## src/rtl/fifo_pkg.sv

```systemverilog
// Shared constants and sizing helpers for the parametrised synchronous FIFO.
package fifo_pkg;

  // Read-mode selector values for the FWFT parameter.
  localparam int FIFO_MODE_STD  = 0;
  localparam int FIFO_MODE_FWFT = 1;

  // Pointer width: enough bits to address DEPTH entries.
  function automatic int fifo_ptr_w(input int depth);
    return $clog2(depth);
  endfunction

  // Count width: one extra bit so that a completely full FIFO (count == DEPTH)
  // can be represented.
  function automatic int fifo_cnt_w(input int depth);
    return $clog2(depth) + 1;
  endfunction

  // True when v is a non-zero power of two.
  function automatic bit fifo_is_pow2(input int v);
    return (v > 0) && ((v & (v - 1)) == 0);
  endfunction

endpackage

```

## src/rtl/fifo_ram.sv

```systemverilog
// Simple dual-port storage array: synchronous write, asynchronous read.
// Contents are deliberately not reset; the control logic never presents an
// entry that has not been written since the last reset or flush.
module fifo_ram #(
  parameter int DATA_WIDTH = 8,
  parameter int DEPTH      = 16,
  parameter int AW         = 4
) (
  input  logic                  clk,
  input  logic                  we,
  input  logic [AW-1:0]         waddr,
  input  logic [DATA_WIDTH-1:0] wdata,
  input  logic [AW-1:0]         raddr,
  output logic [DATA_WIDTH-1:0] rdata
);

  logic [DATA_WIDTH-1:0] mem_q [DEPTH];

  // Store the write word on the rising edge when the write is accepted.
  always_ff @(posedge clk) begin
    if (we) begin
      mem_q[waddr] <= wdata;
    end
  end

  assign rdata = mem_q[raddr];

endmodule

```

## src/rtl/sync_fifo_param.sv

```systemverilog
// Parametrised single-clock FIFO: configurable width/depth, almost-full and
// almost-empty thresholds, standard or first-word-fall-through read, a
// synchronous flush and one-cycle overflow/underflow error pulses.
//
// Handshake: a write is accepted on a rising edge when wr_en is high and the
// registered full flag is low; a read is accepted when rd_en is high and the
// registered empty flag is low. Requests made against full/empty are dropped
// and reported by a one-cycle overflow/underflow pulse. flush overrides both
// requests for that cycle. All flags are decoded from the registered count,
// so there is no combinational path from wr_en/rd_en to any flag.
module sync_fifo_param
  import fifo_pkg::*;
#(
  parameter int DATA_WIDTH = 8,
  parameter int DEPTH      = 16,
  parameter int AF_THRESH  = DEPTH - 2,
  parameter int AE_THRESH  = 2,
  parameter int FWFT       = FIFO_MODE_STD
) (
  input  logic                    clk,
  input  logic                    rst_n,
  input  logic                    flush,
  input  logic                    wr_en,
  input  logic [DATA_WIDTH-1:0]   data_in,
  input  logic                    rd_en,
  output logic [DATA_WIDTH-1:0]   data_out,
  output logic                    full,
  output logic                    empty,
  output logic                    almost_full,
  output logic                    almost_empty,
  output logic [$clog2(DEPTH):0]  count,
  output logic                    overflow,
  output logic                    underflow
);

  localparam int PW = fifo_ptr_w(DEPTH);
  localparam int CW = fifo_cnt_w(DEPTH);

  localparam logic [CW-1:0] DEPTH_C = CW'(DEPTH);
  localparam logic [CW-1:0] AF_C    = CW'(AF_THRESH);
  localparam logic [CW-1:0] AE_C    = CW'(AE_THRESH);

  // Reject illegal configurations at elaboration.
  if (!fifo_is_pow2(DEPTH) || DEPTH < 2) begin : g_bad_depth
    $error("sync_fifo_param: DEPTH must be a power of two and at least 2");
  end
  if (AF_THRESH < 1 || AF_THRESH > DEPTH) begin : g_bad_af
    $error("sync_fifo_param: AF_THRESH must lie in 1..DEPTH");
  end
  if (AE_THRESH < 0 || AE_THRESH > DEPTH - 1) begin : g_bad_ae
    $error("sync_fifo_param: AE_THRESH must lie in 0..DEPTH-1");
  end
  if (FWFT != FIFO_MODE_STD && FWFT != FIFO_MODE_FWFT) begin : g_bad_mode
    $error("sync_fifo_param: FWFT must be 0 or 1");
  end
  if (DATA_WIDTH < 1) begin : g_bad_width
    $error("sync_fifo_param: DATA_WIDTH must be at least 1");
  end

  logic [PW-1:0]         wr_ptr_q, wr_ptr_d;
  logic [PW-1:0]         rd_ptr_q, rd_ptr_d;
  logic [CW-1:0]         count_q, count_d;
  logic [DATA_WIDTH-1:0] dout_q, dout_d;
  logic                  overflow_q, overflow_d;
  logic                  underflow_q, underflow_d;

  logic                  wr_acc;
  logic                  rd_acc;
  logic [DATA_WIDTH-1:0] ram_rdata;

  // Flags come straight from the registered occupancy.
  assign full         = (count_q == DEPTH_C);
  assign empty        = (count_q == '0);
  assign almost_full  = (count_q >= AF_C);
  assign almost_empty = (count_q <= AE_C);
  assign count        = count_q;
  assign overflow     = overflow_q;
  assign underflow    = underflow_q;

  // In FWFT mode the head word is shown directly while the FIFO holds data;
  // when empty, the last presented word is held.
  assign data_out = (FWFT == FIFO_MODE_FWFT && !empty) ? ram_rdata : dout_q;

  // Accept decisions use only registered flags; flush blocks both sides.
  always_comb begin
    wr_acc = wr_en && !full  && !flush;
    rd_acc = rd_en && !empty && !flush;
  end

  // Next-state for pointers, occupancy, output register and error pulses.
  always_comb begin
    wr_ptr_d    = wr_ptr_q;
    rd_ptr_d    = rd_ptr_q;
    count_d     = count_q;
    dout_d      = dout_q;
    overflow_d  = 1'b0;
    underflow_d = 1'b0;
    if (flush) begin
      wr_ptr_d = '0;
      rd_ptr_d = '0;
      count_d  = '0;
      dout_d   = '0;
    end else begin
      if (wr_acc) begin
        wr_ptr_d = wr_ptr_q + PW'(1);
      end
      if (rd_acc) begin
        rd_ptr_d = rd_ptr_q + PW'(1);
      end
      count_d     = count_q + CW'(wr_acc) - CW'(rd_acc);
      overflow_d  = wr_en && full;
      underflow_d = rd_en && empty;
      if (FWFT == FIFO_MODE_FWFT) begin
        // Track the presented word so it can be held once the FIFO drains.
        if (!empty) begin
          dout_d = ram_rdata;
        end
      end else if (rd_acc) begin
        dout_d = ram_rdata;
      end
    end
  end

  // Control state registers with asynchronous active-low reset.
  always_ff @(posedge clk or negedge rst_n) begin
    if (!rst_n) begin
      wr_ptr_q    <= '0;
      rd_ptr_q    <= '0;
      count_q     <= '0;
      dout_q      <= '0;
      overflow_q  <= 1'b0;
      underflow_q <= 1'b0;
    end else begin
      wr_ptr_q    <= wr_ptr_d;
      rd_ptr_q    <= rd_ptr_d;
      count_q     <= count_d;
      dout_q      <= dout_d;
      overflow_q  <= overflow_d;
      underflow_q <= underflow_d;
    end
  end

  fifo_ram #(
    .DATA_WIDTH (DATA_WIDTH),
    .DEPTH      (DEPTH),
    .AW         (PW)
  ) u_ram (
    .clk   (clk),
    .we    (wr_acc),
    .waddr (wr_ptr_q),
    .wdata (data_in),
    .raddr (rd_ptr_q),
    .rdata (ram_rdata)
  );

endmodule

```

## config.mk

```make
export PLATFORM = sky130hd
export DESIGN_NAME = sync_fifo_param
export DESIGN_NICKNAME = d
export VERILOG_FILES = /design/src/rtl/fifo_pkg.sv /design/src/rtl/fifo_ram.sv /design/src/rtl/sync_fifo_param.sv
export SDC_FILE = /design/constraint.sdc
export NUM_CORES = 1
export LEC_CHECK = 0
export BUFFER_PORTS_ARGS = -buffer_cell sky130_fd_sc_hd__buf_2
export CORE_ASPECT_RATIO = 0.7
export CORE_MARGIN = 4
export CORE_UTILIZATION = 45
export CTS_CLUSTER_DIAMETER = 60
export DETAILED_ROUTE_END_ITERATION = 10
export PLACE_DENSITY = 0.58
export SETUP_SLACK_MARGIN = 0.15
export SYNTH_ARGS = -nofsm -noshare
export SYNTH_HDL_FRONTEND = slang
export SYNTH_SLANG_ARGS = --single-unit
```

## constraint.sdc

```tcl
create_clock -name clk -period 3.17 [get_ports clk]
set_clock_uncertainty 0.05 [all_clocks]
set_input_delay 0.4755 -clock clk [delete_from_list [all_inputs] [get_ports clk]]
set_output_delay 0.4755 -clock clk [all_outputs]
set_load 0.01 [all_outputs]
```

==> impl_metrics.py <==
metrics = {
    "status": {
        "status": "finished clean",
    },
    "floorplan": {
        "start_util_pct": 46.83,
        "coreArea_sq_um": 13440,
        "dieWidth_microns": 149.4,
        "rows": 35,
        "dieArea_sq_um": 15980,
        "ios": 32,
        "die-height_microns": 107.0,
    },
    "drt": {
        "drc": 0,
        "dr.pass1.iters": 4,
        "routedWlPerCell_microns": 21.43,
        "viasPerCell": 5.386,
        "vias": 3194,
        "wl_met1_mm": 5.767,
        "first_iter_violations": 218,
        "highest_layer": "met4",
        "routed_wl_mm": 12.71,
        "routed-wl-met3_microns": 924,
        "ant_nets": 0,
        "met2RoutedLength_mm": 5.941,
    },
    "yosys": {
        "synth-seq-area-share_pct": 70.19,
        "async_flop_share_pct": 15.23,
        "synth_area_leader_cell": "edfxtp_1",
        "synthTopCellsByArea": "edfxtp_1, dfrtp_1, mux4_1",
        "synth.distinct_cells": 39,
        "yosys_warnings": 0,
        "syn_area_per_cell_sq_um": 18.74,
        "synthesis.nets": 366,
        "yosysMostFrequentCell": "edfxtp_1",
        "synth_edf_count": 128,
        "synth_common_cells": "edfxtp_1, nor2_1, dfrtp_1, mux4_1, ha_1",
        "yosysTopAreaCellShare_pct": 61.05,
        "synthFlopType": "edfxtp_1",
        "synth_area_sq_um": 6296,
        "netlist_instances": 336,
        "synth-seq-cells": 151,
    },
    "timing": {
        "maxSlewViolCount": 0,
        "hold_viol_final": 0,
        "fmax_mhz": 350.4,
        "fin_crit_sh_pct": 90.03,
        "fin_crit_ps": 2854,
        "fin_setup_tns_ps": 0,
        "finalWorstSetupSlack_ps": 316.0,
        "relSlewSlack_pct": 43.12,
        "setup_viol": 0,
        "rsz0062_at_grt": "false",
        "worst_pin_slew_ps": 853.3,
    },
    "critical_path": {
        "cp-end-kind": "flip-flop",
        "worst-setup-path-type": "reg2reg",
        "required_ps": 3410,
        "crit_fanout": 4,
        "crit_arrival_ps": 3090,
        "critPathLaunchType": "flip-flop",
    },
    "final_layout": {
        "drive_above_1_share_pct": 28.19,
        "areaGrowthSynthToFinish_pct": 16.40,
        "n_antenna_cell": 0,
        "final_nets": 425,
        "instances_no_fill": 593,
    },
    "global_route": {
        "grt_max_degree": 31,
        "grt_pass1_wl_mm": 19.61,
        "grt_pass1_vias": 3246,
        "antenna_found_initial": 0,
        "grt-ovfl-total": 0,
        "groute.usage.overall_pct": 16.96,
    },
    "clocking": {
        "numCtsBuffers": 17,
        "path_clk_slew_ps": 60,
        "cts_root_buf": "clkbuf_16",
        "clkSinkCount": 151,
        "cts_tree": "done",
        "insertion_delay_ps": 410,
        "htree_num_levels": 4,
        "clockBufferDepth": 2,
    },
    "pwr": {
        "ir_drop_mv": 0.5404,
        "leakagePower_uw": 0.002616,
        "power.density_nw_per_um2": 757.2,
    },
    "place": {
        "dp_cells": 560,
        "dp_hpwl_mm": 8.251,
        "dp_slack_ps": 231.4,
        "place_congestion": 0.7913,
        "portBuffers": 31,
    },
    "worst_hold_path": {
        "hp-class": "in2async",
    },
    "job": {
        "max_cap_viol_count": 0,
    },
}
## cell usage in the layout (no fill, tap or decap), drive strengths merged, types with 4 or more instances in the layout
master    count
a21oi         6
a22oi         8
buf          55
clkbuf       18
clkinv        6
clkinvlp      4
dfrtp        23
edfxtp      128
ha           16
inv          15
mux2          8
mux2i         8
mux4         32
nand2        11
nand3         6
nor2         24
nor3          5
o21ai         9
xnor2         4
xor2          5
## where the power goes
group	switching (uW)	leakage [uW]	internal, uW
Clock	794	0.000271	1160
Combinational	583	0.000886	609
Sequential	140	0.00146	2260
## stage by stage
| step | cell area [sq um] | power [uW] | utilization, % | hold WS (ps) |
|---|---|---|---|---|
| final | 7328 | 5549 | 54.51 | 5.638 |
| after CTS | 7316 | 5605 | 54.42 | 5.931 |
| after detailed placement | 6735 | 3631 | 50.10 | 447.4 |
| after global routing | 7328 | 5819 | 54.51 | 23.38 |
| after global placement | 6735 | 3624 | 50.10 | 447.1 |
| after floorplan | 6296 | 3290 | - | 129.9 |
## metal layers
| layer | GRT usage [%] | vias to the layer above |
|---|---|---|
| li1 | - | 1440 |
| met1 | 24.23 | 1646 |
| met2 | 25.65 | 97 |
| met3 | 5.365 | 11 |
| met4 | 4.050 | 0 |
| met5 | 0 | - |
## critical path, cell delays in order (launching register included)
cell      delay, ps
dfrtp_2         430
inv_2            80
ha_1            150
or4b_4          470
inv_2           100
nor2_1           70
ha_1            290
inv_1            60
ha_1            150
inv_1            50
fa_1            390
o21bai_1        160
a21oi_1          90
xnor2_1         140
nor2_1           50
## repair_timing
| item | in CTS | in global routing |
|---|---|---|
| setup endpoints to repair | 0 | 1 |
| setup buffers | 0 | 1 |
| gates resized for setup | 0 | 4 |
| hold buffers | 0 | 0 |
## cells by family (layout without fill, tap and decap cells)
logic type               count (synthesis)  count (layout)  synth area share (%)
buffers and inverters                   28             100                 2.702
AND/OR/NAND/NOR                         57              57                 4.452
flip-flops                             151             151                 70.19
adder cells (fa/ha/maj)                 17              17                 3.498
multiplexers                            48              48                 15.22
XOR/XNOR                                 9               9                 1.252
AO/OA/AOI/OAI                           26              26                 2.683
## final cells by class
cell class / instances / area (sq um)
clock buffers: 18 / 429.2
repair buffers: 55 / 335.3
fillers: 1047 / 6116
inverters: 13 / 48.80
multi-input cells: 157 / 1710
well taps: 185 / 231.5
flip-flops and latches: 151 / 4422
clock inverters: 14 / 151.4
## flip-flops by register name, summed over array words and instances (netlist names)
name         count
overflow         1
u_ram.mem_q    128
count            5
rd_ptr_q         4
underflow        1
wr_ptr_q         4
data_out         8
## path summary, 6_finish.rpt
check	start	to	slack, ps	cells after the start
setup / recovery	count[2]$_DFF_PN0_	count[4]$_DFF_PN0_	320	14
min in group clk	wr_en	overflow$_DFF_PN0_	330	2
hold / removal	rst_n	count[1]$_DFF_PN0_	6	1
max in group asynchronous	rst_n	rd_ptr_q[0]$_DFFE_PN0P_	2650	1
hold reg to reg	data_out[1]$_DFFE_PN0P_	data_out[1]$_DFFE_PN0P_	470	2
setup reg to reg	count[2]$_DFF_PN0_	count[4]$_DFF_PN0_	320	14
Power figures use the tool's default switching activity.
